===== src/rtl/mem_port_arbiter_pkg.sv =====
// Shared types for the single-port IF/MEM memory arbiter.
// State encoding keeps IDLE<->BUSY moves to one flipped bit.
package mem_port_arbiter_pkg;

  localparam int ARB_STARVE_MAX = 3;

  typedef enum logic [1:0] {
    ARB_IDLE    = 2'b00,
    ARB_BUSY_IF = 2'b01,
    ARB_BUSY_D  = 2'b10
  } arb_state_e;

endpackage


===== src/rtl/mem_port_arbiter_if.sv =====
// Shared memory port: req/ack transaction bus between the
// arbiter (master) and the memory model (slave).
interface mem_port_arbiter_if #(
  parameter int ADDR_W = 32,
  parameter int DATA_W = 32
);
  logic              mem_req;
  logic              mem_we;
  logic [ADDR_W-1:0] mem_addr;
  logic [DATA_W-1:0] mem_wdata;
  logic              mem_ack;
  logic [DATA_W-1:0] mem_rdata;

  modport master (
    output mem_req, mem_we, mem_addr, mem_wdata,
    input  mem_ack, mem_rdata
  );

  modport slave (
    input  mem_req, mem_we, mem_addr, mem_wdata,
    output mem_ack, mem_rdata
  );
endinterface


===== src/rtl/mem_port_arbiter.sv =====
// Arbitrates the shared I/D memory port: data first, with a
// starvation counter that forces a fetch grant periodically.
module mem_port_arbiter
  import mem_port_arbiter_pkg::*;
#(
  parameter int ADDR_W     = 32,
  parameter int DATA_W     = 32,
  parameter int STARVE_MAX = ARB_STARVE_MAX
) (
  input  logic              clk,
  input  logic              rst,
  input  logic              if_req,
  input  logic [ADDR_W-1:0] if_addr,
  output logic [DATA_W-1:0] if_rdata,
  output logic              if_valid,
  output logic              if_stall,
  input  logic              flush,
  input  logic              MEM_R_EN,
  input  logic              MEM_W_EN,
  input  logic [ADDR_W-1:0] d_addr,
  input  logic [DATA_W-1:0] d_wdata,
  output logic [DATA_W-1:0] d_rdata,
  output logic              d_valid,
  output logic              d_stall,
  mem_port_arbiter_if.master mem
);

  localparam int CW = $clog2(STARVE_MAX + 1);

  arb_state_e    state;
  arb_state_e    state_nxt;
  logic [CW-1:0] starve;
  logic          discard;
  logic          d_req;
  logic          starved;
  logic          gnt_d;
  logic          gnt_if;

  assign d_req   = MEM_R_EN | MEM_W_EN;
  assign starved = if_req && (starve >= CW'(STARVE_MAX));

  always_ff @(posedge clk or posedge rst) begin
    if (rst) state <= ARB_IDLE;
    else     state <= state_nxt;
  end

  always_comb begin
    state_nxt = state;
    gnt_d     = 1'b0;
    gnt_if    = 1'b0;
    unique case (state)
      ARB_IDLE: begin
        if (d_req && !starved) begin
          gnt_d     = 1'b1;
          state_nxt = ARB_BUSY_D;
        end else if (if_req && !flush) begin
          gnt_if    = 1'b1;
          state_nxt = ARB_BUSY_IF;
        end
      end
      ARB_BUSY_IF,
      ARB_BUSY_D: begin
        if (mem.mem_ack) state_nxt = ARB_IDLE;
      end
      default: state_nxt = ARB_IDLE;
    endcase
  end

  // OR of state flops; every legal move flips a single bit
  always_comb begin
    mem.mem_req = |state;
    if_valid    = (state == ARB_BUSY_IF) && mem.mem_ack &&
                  !discard && !flush;
    d_valid     = (state == ARB_BUSY_D) && mem.mem_ack;
    d_stall     = d_req && !d_valid;
    if_stall    = (if_req && !if_valid) || d_stall;
    if_rdata    = mem.mem_rdata;
    d_rdata     = mem.mem_rdata;
  end

  always_ff @(posedge clk or posedge rst) begin
    if (rst) begin
      mem.mem_addr  <= '0;
      mem.mem_wdata <= '0;
      mem.mem_we    <= 1'b0;
    end else if (gnt_d) begin
      mem.mem_addr  <= d_addr;
      mem.mem_wdata <= d_wdata;
      mem.mem_we    <= MEM_W_EN;
    end else if (gnt_if) begin
      mem.mem_addr  <= if_addr;
      mem.mem_we    <= 1'b0;
    end
  end

  always_ff @(posedge clk or posedge rst) begin
    if (rst) begin
      starve <= '0;
    end else if (gnt_if || (gnt_d && !if_req)) begin
      starve <= '0;
    end else if (gnt_d && starve != CW'(STARVE_MAX)) begin
      starve <= starve + 1'b1;
    end
  end

  always_ff @(posedge clk or posedge rst) begin
    if (rst) begin
      discard <= 1'b0;
    end else if (state != ARB_BUSY_IF || mem.mem_ack) begin
      discard <= 1'b0;
    end else if (flush) begin
      discard <= 1'b1;
    end
  end

endmodule


===== src/flat_wrapper.sv =====
// flat-port wrapper written by rule: the top's interface ports become plain ports
module mem_port_arbiter_flat import mem_port_arbiter_pkg::*;
#(
  parameter int ADDR_W     = 32,
  parameter int DATA_W     = 32,
  parameter int STARVE_MAX = ARB_STARVE_MAX
)
  (clk, rst, if_req, if_addr, if_rdata, if_valid, if_stall, flush, MEM_R_EN, MEM_W_EN, d_addr, d_wdata, d_rdata, d_valid, d_stall, mem_mem_req, mem_mem_we, mem_mem_addr, mem_mem_wdata, mem_mem_ack, mem_mem_rdata);
  mem_port_arbiter_if #(.ADDR_W(ADDR_W), .DATA_W(DATA_W)) mem_i ();
  input  logic clk;
  input  logic rst;
  input  logic if_req;
  input  logic [ADDR_W-1:0] if_addr;
  output logic [DATA_W-1:0] if_rdata;
  output logic if_valid;
  output logic if_stall;
  input  logic flush;
  input  logic MEM_R_EN;
  input  logic MEM_W_EN;
  input  logic [ADDR_W-1:0] d_addr;
  input  logic [DATA_W-1:0] d_wdata;
  output logic [DATA_W-1:0] d_rdata;
  output logic d_valid;
  output logic d_stall;
  output wire logic [$bits(mem_i.mem_req)-1:0] mem_mem_req;
  output wire logic [$bits(mem_i.mem_we)-1:0] mem_mem_we;
  output wire logic [$bits(mem_i.mem_addr)-1:0] mem_mem_addr;
  output wire logic [$bits(mem_i.mem_wdata)-1:0] mem_mem_wdata;
  input wire logic [$bits(mem_i.mem_ack)-1:0] mem_mem_ack;
  input wire logic [$bits(mem_i.mem_rdata)-1:0] mem_mem_rdata;
  assign mem_mem_req = mem_i.mem_req;
  assign mem_mem_we = mem_i.mem_we;
  assign mem_mem_addr = mem_i.mem_addr;
  assign mem_mem_wdata = mem_i.mem_wdata;
  assign mem_i.mem_ack = mem_mem_ack;
  assign mem_i.mem_rdata = mem_mem_rdata;
  mem_port_arbiter #(.ADDR_W(ADDR_W), .DATA_W(DATA_W), .STARVE_MAX(STARVE_MAX)) u_core (.clk(clk), .rst(rst), .if_req(if_req), .if_addr(if_addr), .if_rdata(if_rdata), .if_valid(if_valid), .if_stall(if_stall), .flush(flush), .MEM_R_EN(MEM_R_EN), .MEM_W_EN(MEM_W_EN), .d_addr(d_addr), .d_wdata(d_wdata), .d_rdata(d_rdata), .d_valid(d_valid), .d_stall(d_stall), .mem(mem_i));
endmodule

===== config.mk =====
export PLATFORM = sky130hd
export DESIGN_NAME = mem_port_arbiter_flat
export DESIGN_NICKNAME = d
export VERILOG_FILES = /design/src/rtl/mem_port_arbiter_pkg.sv /design/src/rtl/mem_port_arbiter_if.sv /design/src/rtl/mem_port_arbiter.sv /design/src/flat_wrapper.sv
export SDC_FILE = /design/constraint.sdc
export NUM_CORES = 1
export LEC_CHECK = 0
export CAP_MARGIN = 0
export CORE_UTILIZATION = 25
export CTS_BUF_LIST = sky130_fd_sc_hd__clkbuf_16
export DETAILED_ROUTE_END_ITERATION = 7
export GPL_TIMING_DRIVEN = 0
export PLACE_DENSITY = 0.62
export SLEW_MARGIN = 30
export SYNTH_ARGS = -nofsm -noshare
export SYNTH_HDL_FRONTEND = slang
export SYNTH_SLANG_ARGS = --single-unit

===== constraint.sdc =====
create_clock -name clk -period 2.22 [get_ports clk]
set_input_delay 0.444 -clock clk [delete_from_list [all_inputs] [get_ports clk]]
set_output_delay 0.444 -clock clk [all_outputs]
set_load 0.005 [all_outputs]

After elaboration in Yosys (flattened, before gate mapping)
Cells that the tools add are included.
{"block": "totals", "regBits": 70, "in_bits": 135, "out_inout_bits": 134, "word_cells": 59}
{"block": "op_classes", "addsub": 1, "magnitude_cmp": 1, "n_eq_ne": 6, "mux": 17, "bitwise": 1, "n_reduce_logical": 27}
{"op": "$mux W32", "n": 2}
{"op": "$logic_and A1 B1 Y1", "n": 11}
{"op": "$mux W2", "n": 5}
{"op": "$mux W1", "n": 9}
{"op": "$logic_not A1 Y1", "n": 6}
{"op": "$reduce_bool A2 Y1", "n": 3}
{"op": "$ne A2 B2 Y1 const B", "n": 2}
{"op": "$pmux W2 S2", "n": 1}
{"op": "$reduce_or A2 Y1", "n": 2}
{"op": "$logic_or A1 B1 Y1", "n": 3}
{"op": "$ne A3 B1 Y1 const B", "n": 1}
{"op": "$add A2 B1 Y2 const B", "n": 1}
{"op": "$eq A2 B1 Y1 const B", "n": 1}
{"op": "$eq A2 B2 Y1 const B", "n": 1}
{"op": "$ge A2 B2 Y1 const B", "n": 1}
{"op": "$logic_not A2 Y1", "n": 1}
{"op": "$ne A2 B1 Y1 const B", "n": 1}
{"op": "$reduce_and A2 Y1", "n": 1}
{"op": "$or A1 B1 Y1", "n": 1}

Depth between registers and ports, before layout
Gate-level depths: netlist (run 1).
{"block": "depth", "ltp_word": 9, "depth_mapped": 7, "depth_no_buf": 5}

Least setup slack after synthesis (run 1)
Ideal clock, no wire load.
{"block": "synth_path", "kind": "register to output", "from": "register u_core.state[0]", "to": "output mem_mem_req", "arrival_time_ps": 1115, "t_required_ps": 1776, "path_slack_ps": 661, "path_stages_with_launch": 6, "n_path_buf": 2, "path_cell_list": "dfrtp_1 inv_1 ha_1 buf_2 inv_1 clkbuf_1"}
{"block": "synth_between", "elab_chain_cells": 1}
{"element": "start: declaration", "line_no": "mem_port_arbiter.sv:30", "text": "arb_state_e state;"}
{"element": "start signal: assignment", "line_no": "mem_port_arbiter.sv:44", "text": "else state <= state_nxt;"}
{"element": "$reduce_or A2 Y1", "line_no": "mem_port_arbiter.sv:71", "text": "mem.mem_req = |state;"}
{"element": "end: declaration", "line_no": "flat_wrapper.sv:25", "text": "output wire logic [$bits(mem_i.mem_req)-1:0] mem_mem_req;"}
Every way passes these cells.

Final worst setup path (run 1)
{"block": "layout_path", "from": "input flush", "to": "output if_valid"}
{"block": "layout_between", "elab_chain_cells": 2}
{"element": "start: declaration", "line_no": "flat_wrapper.sv:17", "text": "input logic flush;"}
{"element": "$logic_not A1 Y1", "line_no": "mem_port_arbiter.sv:73", "text": "!discard && !flush;"}
{"element": "$logic_and A1 B1 Y1", "line_no": "mem_port_arbiter.sv:73"}
{"element": "end: declaration", "line_no": "flat_wrapper.sv:15", "text": "output logic if_valid;"}
Every way passes these cells.

==> Implementation_results.wiki, run 1 <==
{| class="wikitable"
! Metric !! Value
|-
| Required time of the critical path || 1780 ps
|-
| Mapped Avg Cell Area || 9.987 sq um
|-
| Area of all placed cells without fillers || 6879 sq um
|-
| Die boundary height || 127.0 um
|-
| Worst-case reg-to-reg path depth || 7
|-
| Relative slew margins || 58.69%
|-
| R2R Path Start || u_core.state[1]
|-
| Clock buffers created by TritonCTS || 9
|-
| Wire length of the first global-routing pass || 20,320 um
|-
| Detail-routed net length per standard cell || 15.86 um
|-
| Critical path endpoint category || output pin
|-
| Setup slack after placement || -144.8 ps
|-
| Fin. max-slew vios || 0
|-
| Total count of hold-check failures in the final report || 0
|-
| Iteration-0 DRC Markers || 206
|-
| P&R area growth vs syn || 76.16%
|-
| Cell type of the slowest stage on the worst timing path || sky130_fd_sc_hd__clkdlybuf4s50_1
|-
| Estimated wirelength of the detail-placed design || 9937 um
|-
| Via count of the routed design || 4,001
|-
| Leakage power summed over all cells || 0.002939 uW
|-
| Worst hold margin || 436.5 ps
|-
| Total Wirelength || 13,200 um
|-
| Clock period minus worst slack || 2175 ps
|-
| Post-layout net count || 778
|-
| Worst VDD drop || 627.4 uV
|-
| Crit Path Max Fanout || 3
|-
| Number of clock sinks seen by CTS || 70
|-
| Core area || 15,200 sq um
|-
| Synth unique cells || 27
|-
| Count of TritonRoute iterations in the first routing pass || 5
|-
| Number of nets with antenna violations after routing || 0
|-
| Final period utilization || 97.96%
|-
| Initial core utilization || 25.69%
|-
| Pin count of the biggest net entering global routing || 47
|-
| Count of final setup violators || 0
|-
| Rows || 45
|-
| Final cell count without fillers || 832
|-
| Top post-synthesis cells by area || sky130_fd_sc_hd__dfrtp_1 45%, sky130_fd_sc_hd__buf_4 12%, sky130_fd_sc_hd__nand4_1 10%, sky130_fd_sc_hd__nand3_1 8.2%, sky130_fd_sc_hd__mux2_4 7.7%
|-
| Netlist area before placement || 3905 sq um
|-
| Slack of the worst reg-to-reg path || 250 ps
|-
| Total cell area at the placement stage || 6533 sq um
|-
| Clock slew at reported path FFs || 60 ps
|-
| Die ar. || 16,120 sq um
|-
| Setup tns final || 0 ps
|-
| Placer Congestion || 0.8126
|-
| Cells along the critical path || clkdlybuf4s50_1, nor2_1, and3_1, clkdlybuf4s50_1
|-
| Proportion of netlist area held by the largest area contributor || 44.86%
|-
| Count of input and output buffers || 236
|-
| Setup repair after global routing missed its margin || no
|-
| Mapped Cells || 391
|-
| DRC violation count after routing || 0
|-
| Antenna diode count || 0
|-
| Number of max-capacitance violations reported || 0
|-
| Register bit total from synthesis || 70
|-
| Clock tree from TritonCTS || done
|-
| Reg2reg end || u_core.mem.mem_addr[15]
|-
| Worst setup path category || in -> out
|-
| Cell Count Post-Placement || 816
|-
| Most repeated library cell on the critical path || sky130_fd_sc_hd__clkdlybuf4s50_1
|-
| Number of I/O pins || 269
|-
| Global router's overall resource usage || 16.29%
|-
| Hold buffer count at CTS || 0
|-
| Yosys warning total || 0
|-
| Kind of path behind the tightest hold check || in -> async
|-
| Net count of the mapped netlist || 530
|-
| Vias in the first global route || 4,058
|-
| Status || finished clean
|-
| Endpoint arrival time on the critical path || 1730 ps
|-
| Crit path setup slack, layout || 45.23 ps
|-
| Cell type with the highest aggregate area in the netlist || sky130_fd_sc_hd__dfrtp_1
|-
| Crit start category || input port
|-
| Clock latency at the later pin of the worst-skew pair || 340 ps
|-
| Die X || 127.0 um
|-
| Maximum frequency from static timing analysis || 459.8 MHz
|-
| Overflow left after global routing || 0
|-
| Maximum level of the CTS H-tree || 3
|-
| Master cell of the clock root buffer || sky130_fd_sc_hd__clkbuf_16
|-
| Pwr dens || 1131 nW/um^2
|-
| Sequential share of the synthesized area || 44.86%
|-
| Number of antenna violations at the first check in global routing || 0
|-
| Clock Tree Buf Depth || 2
|-
| Maximum clock skew at final layout || 4.730 ps
|-
| Fraction of final layout cells with drive strength greater than 1 || 18.94%
|-
| Slew at the pin with the worst max-slew slack || 619.7 ps
|-
| Worst path max stage delay || 510 ps
|-
| Per-cell via count in the routed design || 4.809
|}
## metrics by stage
| step | total power, uW | util [%] |
|---|---|---|
| global route | 8259 | 45.25 |
| finish | 7781 | 45.25 |
| detailed placement | 6134 | 42.97 |
| floorplan | 4022 | - |
| CTS | 7851 | 45.21 |
| global placement | 6023 | 42.77 |
## sequential cells by signal (all words and copies together), names as in the netlist
| name | flops |
|---|---|
| u_core.mem.mem_addr | 32 |
| u_core.mem.mem_wdata | 32 |
| u_core.starve | 2 |
| u_core.state | 2 |
| u_core.discard | 1 |
| u_core.mem.mem_we | 1 |
## final cells by class
type	instances	area, sq um
tap	188	235.2
clock inverter	7	106.4
timing repair buffer	238	2399
buffer	95	638.1
sequential	70	1752
inverter	5	25.02
multi-input combinational	220	1499
clock buffer	9	225.2
fill	1465	8323
## cells in the final DEF (no fill, tap or decap), types with 2 or more instances in the layout
master                            count
sky130_fd_sc_hd__inv_1                5
sky130_fd_sc_hd__o22ai_1              2
sky130_fd_sc_hd__o21ai_0              2
sky130_fd_sc_hd__nor2b_1              3
sky130_fd_sc_hd__buf_6                4
sky130_fd_sc_hd__a21oi_1              2
sky130_fd_sc_hd__buf_1                3
sky130_fd_sc_hd__mux2_2               5
sky130_fd_sc_hd__buf_4               65
sky130_fd_sc_hd__dfrtp_1             70
sky130_fd_sc_hd__nand2b_1             2
sky130_fd_sc_hd__nand2_1             33
sky130_fd_sc_hd__clkdlybuf4s50_1    234
sky130_fd_sc_hd__buf_2                9
sky130_fd_sc_hd__mux2_1               7
sky130_fd_sc_hd__nand3_1             64
sky130_fd_sc_hd__nor2_1               3
sky130_fd_sc_hd__nand4_1             64
sky130_fd_sc_hd__clkbuf_16            9
sky130_fd_sc_hd__ha_1                 4
sky130_fd_sc_hd__clkbuf_1            15
sky130_fd_sc_hd__mux2_4              20
sky130_fd_sc_hd__bufinv_16            3
sky130_fd_sc_hd__o2bb2ai_1            3
## cell families (layout without fill, tap and decap cells)
kind of cell	Yosys count	count (layout)	share of synthesized area, %
AO/OA/AOI/OAI	11	11	2.435
adder cells (fa/ha/maj)	4	4	1.282
buffers and inverters	101	354	16.76
flip-flops	70	70	44.86
multiplexers	32	32	11.15
AND/OR/NAND/NOR	173	173	23.52
## timing repair
action,in CTS,in global routing
setup buffers,1,0
pin swaps,0,0
resized for setup,3,3
setup endpoints to repair,2,5
## metal layers
metal	routed length (um)	share of wire (%)	track usage, %	vias up
li1	-	-	-	1835
met2	6405	49	26.73	238
met4	288	2.2	8.193	0
met1	5112	39	18.82	1906
met5	0	0	0	-
met3	1388	11	5.779	22
## synthesized netlist by cell type
master and number:
sky130_fd_sc_hd__dfrtp_1 70, sky130_fd_sc_hd__buf_4 64, sky130_fd_sc_hd__nand3_1 64, sky130_fd_sc_hd__nand4_1 64, sky130_fd_sc_hd__nand2_1 33, sky130_fd_sc_hd__mux2_4 20, sky130_fd_sc_hd__clkbuf_1 16, sky130_fd_sc_hd__buf_2 10
sky130_fd_sc_hd__mux2_1 7, sky130_fd_sc_hd__inv_1 5, sky130_fd_sc_hd__mux2_2 5, sky130_fd_sc_hd__ha_1 4, sky130_fd_sc_hd__buf_1 3, sky130_fd_sc_hd__buf_6 3, sky130_fd_sc_hd__nor2_1 3, sky130_fd_sc_hd__nor2b_1 3
sky130_fd_sc_hd__o2bb2ai_1 3, sky130_fd_sc_hd__a21oi_1 2, sky130_fd_sc_hd__nand2b_1 2, sky130_fd_sc_hd__o21ai_0 2, sky130_fd_sc_hd__o22ai_1 2, sky130_fd_sc_hd__a2bb2oi_4 1, sky130_fd_sc_hd__a32o_1 1, sky130_fd_sc_hd__and2_1 1
sky130_fd_sc_hd__and3_1 1, sky130_fd_sc_hd__nand2_4 1, sky130_fd_sc_hd__nor3b_1 1
## worst max-delay path: cells and delay by family
family,cells,cell delay (ps)
buffers and inverters,2,970
and+or+nand+nor,2,320
## worst max path at each step
stage	startpoint	endpoint	slack (ps)
after global routing	flush	if_valid	9
after floorplan	rst	u_core.discard	8
after global placement	rst	u_core.mem.mem_addr[25]	-1270
after CTS	MEM_W_EN	d_stall	6
final	flush	if_valid	50
after detailed placement	u_core.state[0]	mem_mem_req	-140
## power breakdown
part / internal, uW / leakage, uW / switching (uW)
combinational: 2260 / 0.00193 / 1510
clock: 1080 / 0.000173 / 556
sequential: 1920 / 0.000838 / 446
total: 5260 / 0.00294 / 2520
Note: power is estimated with default switching activity, not from simulation.
==> run 2, diff against run 1 <==
--- a/config.mk
+++ b/config.mk
@@ -10,7 +10,7 @@
 export CTS_BUF_LIST = sky130_fd_sc_hd__clkbuf_16
 export DETAILED_ROUTE_END_ITERATION = 7
 export GPL_TIMING_DRIVEN = 0
-export PLACE_DENSITY = 0.62
+export PLACE_DENSITY = 0.65
 export SLEW_MARGIN = 30
 export SYNTH_ARGS = -nofsm -noshare
 export SYNTH_HDL_FRONTEND = slang
==> Implementation_results.wiki, run 2 (same netlist as run 1, synthesis figures left out) <==
{| class="wikitable"
! Metric !! Value
|-
| Clock buffers created by TritonCTS || 9 (unchanged)
|-
| Vias in the first global route || 4,273 (+5.3%)
|-
| Worst-case reg-to-reg path depth || 7 (unchanged)
|-
| Crit start category || input port
|-
| Pwr dens || 1094 nW/um^2 (-3.3%)
|-
| Maximum clock skew at final layout || 3.593 ps (-1.136 ps)
|-
| Global router's overall resource usage || 16.84% (+0.55 points)
|-
| Leading cell types in the layout, fill and taps excluded || 233 x sky130_fd_sc_hd__clkdlybuf4s50_1, 70 x sky130_fd_sc_hd__dfrtp_1, 67 x sky130_fd_sc_hd__buf_4
|-
| Maximum frequency from static timing analysis || 467.2 MHz (+1.6%)
|-
| Die X || 127.0 um (unchanged)
|-
| Core area || 15,200 sq um (unchanged)
|-
| Setup repair after global routing missed its margin || no
|-
| Pin count of the biggest net entering global routing || 39 (-17%)
|-
| Overflow left after global routing || 0 (unchanged)
|-
| P&R area growth vs syn || 74.53%
|-
| Status || finished clean
|-
| R2R Path Start || u_core.state[1]
|-
| Uppermost routed layer || met4
|-
| Rows || 45 (unchanged)
|-
| Wire length of the first global-routing pass || 21,160 um (+4.1%)
|-
| Clock slew at reported path FFs || 50 ps (about the same)
|-
| Fraction of final layout cells with drive strength greater than 1 || 19.20% (+0.25 points)
|-
| Most common cell after layout, fill and taps aside || sky130_fd_sc_hd__clkdlybuf4s50_1
|-
| Slack of the worst reg-to-reg path || 250 ps (about the same)
|-
| Clock latency at the later pin of the worst-skew pair || 330 ps (about the same)
|-
| Worst setup path category || in -> out
|-
| Family with the most delay on the worst path || buffers and inverters
|-
| Setup tns final || 0 ps (unchanged)
|-
| Initial core utilization || 25.69% (unchanged)
|-
| Per-cell via count in the routed design || 4.811 (about the same)
|-
| Number of clock sinks seen by CTS || 70 (unchanged)
|-
| Clock Tree Buf Depth || 2 (unchanged)
|-
| Master cell of the clock root buffer || sky130_fd_sc_hd__clkbuf_16
|-
| Worst path max stage delay || 500 ps (about the same)
|-
| Number of nets with antenna violations after routing || 0 (unchanged)
|-
| Relative slew margins || 63.75% (+5.1 points)
|-
| Count of input and output buffers || 236 (unchanged)
|-
| Cells along the critical path || clkdlybuf4s50_1, nor2_2, and3_1, clkdlybuf4s50_1
|-
| Reg2reg end || u_core.mem.mem_addr[14]
|-
| Total Wirelength || 13,640 um (+3.3%)
|-
| Kind of path behind the tightest hold check || in -> async
|-
| Crit Path Max Fanout || 3 (unchanged)
|-
| Total count of hold-check failures in the final report || 0 (unchanged)
|-
| Fin. max-slew vios || 0 (unchanged)
|-
| Cell type of the slowest stage on the worst timing path || sky130_fd_sc_hd__clkdlybuf4s50_1
|-
| Iteration-0 DRC Markers || 104 (-50%)
|-
| Clock period minus worst slack || 2140 ps (-34.34 ps)
|-
| Number of I/O pins || 269 (unchanged)
|-
| Via count of the routed design || 4,012 (+0.27%)
|-
| Worst VDD drop || 566.4 uV (-9.7%)
|-
| Metal2 WL || 6749 um (+5.4%)
|-
| Cell Count Post-Placement || 816 (unchanged)
|-
| Number of antenna violations at the first check in global routing || 0 (unchanged)
|-
| Endpoint arrival time on the critical path || 1700 ps (-30 ps)
|-
| Final period utilization || 96.42% (-1.5 points)
|-
| Final cell count without fillers || 834 (+0.24%)
|-
| Count of TritonRoute iterations in the first routing pass || 4 (-1)
|-
| DRC violation count after routing || 0 (unchanged)
|-
| Most repeated library cell on the critical path || sky130_fd_sc_hd__clkdlybuf4s50_1
|-
| Critical path endpoint category || output pin
|-
| Die ar. || 16,120 sq um (unchanged)
|-
| Routed wl met3 || 1327 um (-4.4%)
|-
| Leakage power summed over all cells || 0.002909 uW (-1.0%)
|-
| Wire length on met1 || 5346 um (+4.6%)
|-
| Clock tree from TritonCTS || done
|-
| Largest registers in the final layout || u_core.mem.mem_addr: 32 flops, u_core.mem.mem_wdata: 32 flops
|-
| Required time of the critical path || 1780 ps (about the same)
|-
| Count of final setup violators || 0 (unchanged)
|-
| Post-layout net count || 780 (+0.26%)
|-
| Estimated wirelength of the detail-placed design || 10,490 um (+5.6%)
|-
| Slew at the pin with the worst max-slew slack || 543.8 ps (-75.84 ps)
|-
| Maximum level of the CTS H-tree || 3 (unchanged)
|-
| Antenna diode count || 0 (unchanged)
|-
| Number of max-capacitance violations reported || 0 (unchanged)
|-
| Buffers & Inverters on Critical Path || 2 (unchanged)
|-
| Placer Congestion || 0.7644 (-5.9%)
|-
| Die boundary height || 127.0 um (unchanged)
|-
| Layout fillers || 1,472 (+0.48%)
|-
| Detail-routed net length per standard cell || 16.35 um (+3.1%)
|}
[run 2: cell types whose count changed in the layout (fill, tap and decap cells not counted), sizes merged]
cell	previous run	this run
inv	7	6
clkdlybuf4s50	234	233
clkinv	1	4
dlygate4sd2	1	2
clkinvlp	1	2
bufinv	3	0
buf	82	84
[run 2: timing repair]
item                       CTS  global route
hold buffers                 0             0
resized for setup            4             3
setup buffers                1             2
setup endpoints to repair    2             3
[run 2: worst max-delay path by stage]
| stage | from | end | slack, ps | depth (start not counted) |
|---|---|---|---|---|
| final | flush | if_valid | 80 | 4 |
| after detailed placement | u_core.state[0] | mem_mem_req | -280 | 6 |
| after global routing | u_core.state[0] | mem_mem_req | 20 | 5 |
| after global placement | rst | u_core.mem.mem_addr[8] | -1330 | 2 |
| after CTS | u_core.state[0] | d_stall | 9 | 5 |
| after floorplan | rst | u_core.discard | 8 | 1 |
[run 2: cell type report]
type	instances	area, sq um	area share (%)
Timing Repair Buffer	240	2405	35.29
Multi-Input combinational cell	220	1501	22.03
Inverter	5	25.02	0.3672
Buffer	95	638.1	9.363
Sequential cell	70	1752	25.70
Clock inverter	7	33.78	0.4957
Clock buffer	9	225.2	3.305
Tap cell	188	235.2	3.451
[run 2: metrics by stage]
stage | area [sq um] | total power, uW | hold WS, ps | util (%) | worst slack [ps]
floorplan | 3905 | 4022 | 460.1 | - | 7.786
detailed placement | 6525 | 6151 | 484.4 | 42.92 | -275.7
finish | 6815 | 7458 | 478.0 | 44.83 | 79.57
CTS | 6792 | 7517 | 483.5 | 44.67 | 9.080
global route | 6815 | 7944 | 512.6 | 44.83 | 20.29
global placement | 6502 | 6021 | 474.4 | 42.77 | -1325
[run 2: layer usage]
metal,track usage [%],vias to the layer above
met2,30.28,238
met3,5.528,17
met4,6.863,0
met1,18.18,1922
li1,-,1835
met5,0,-
[run 2: where the power goes]
part / switching [uW] / internal [uW] / total, uW
clock: 535 / 737 / 1270
sequential: 463 / 1920 / 2380
combinational: 1510 / 2290 / 3800
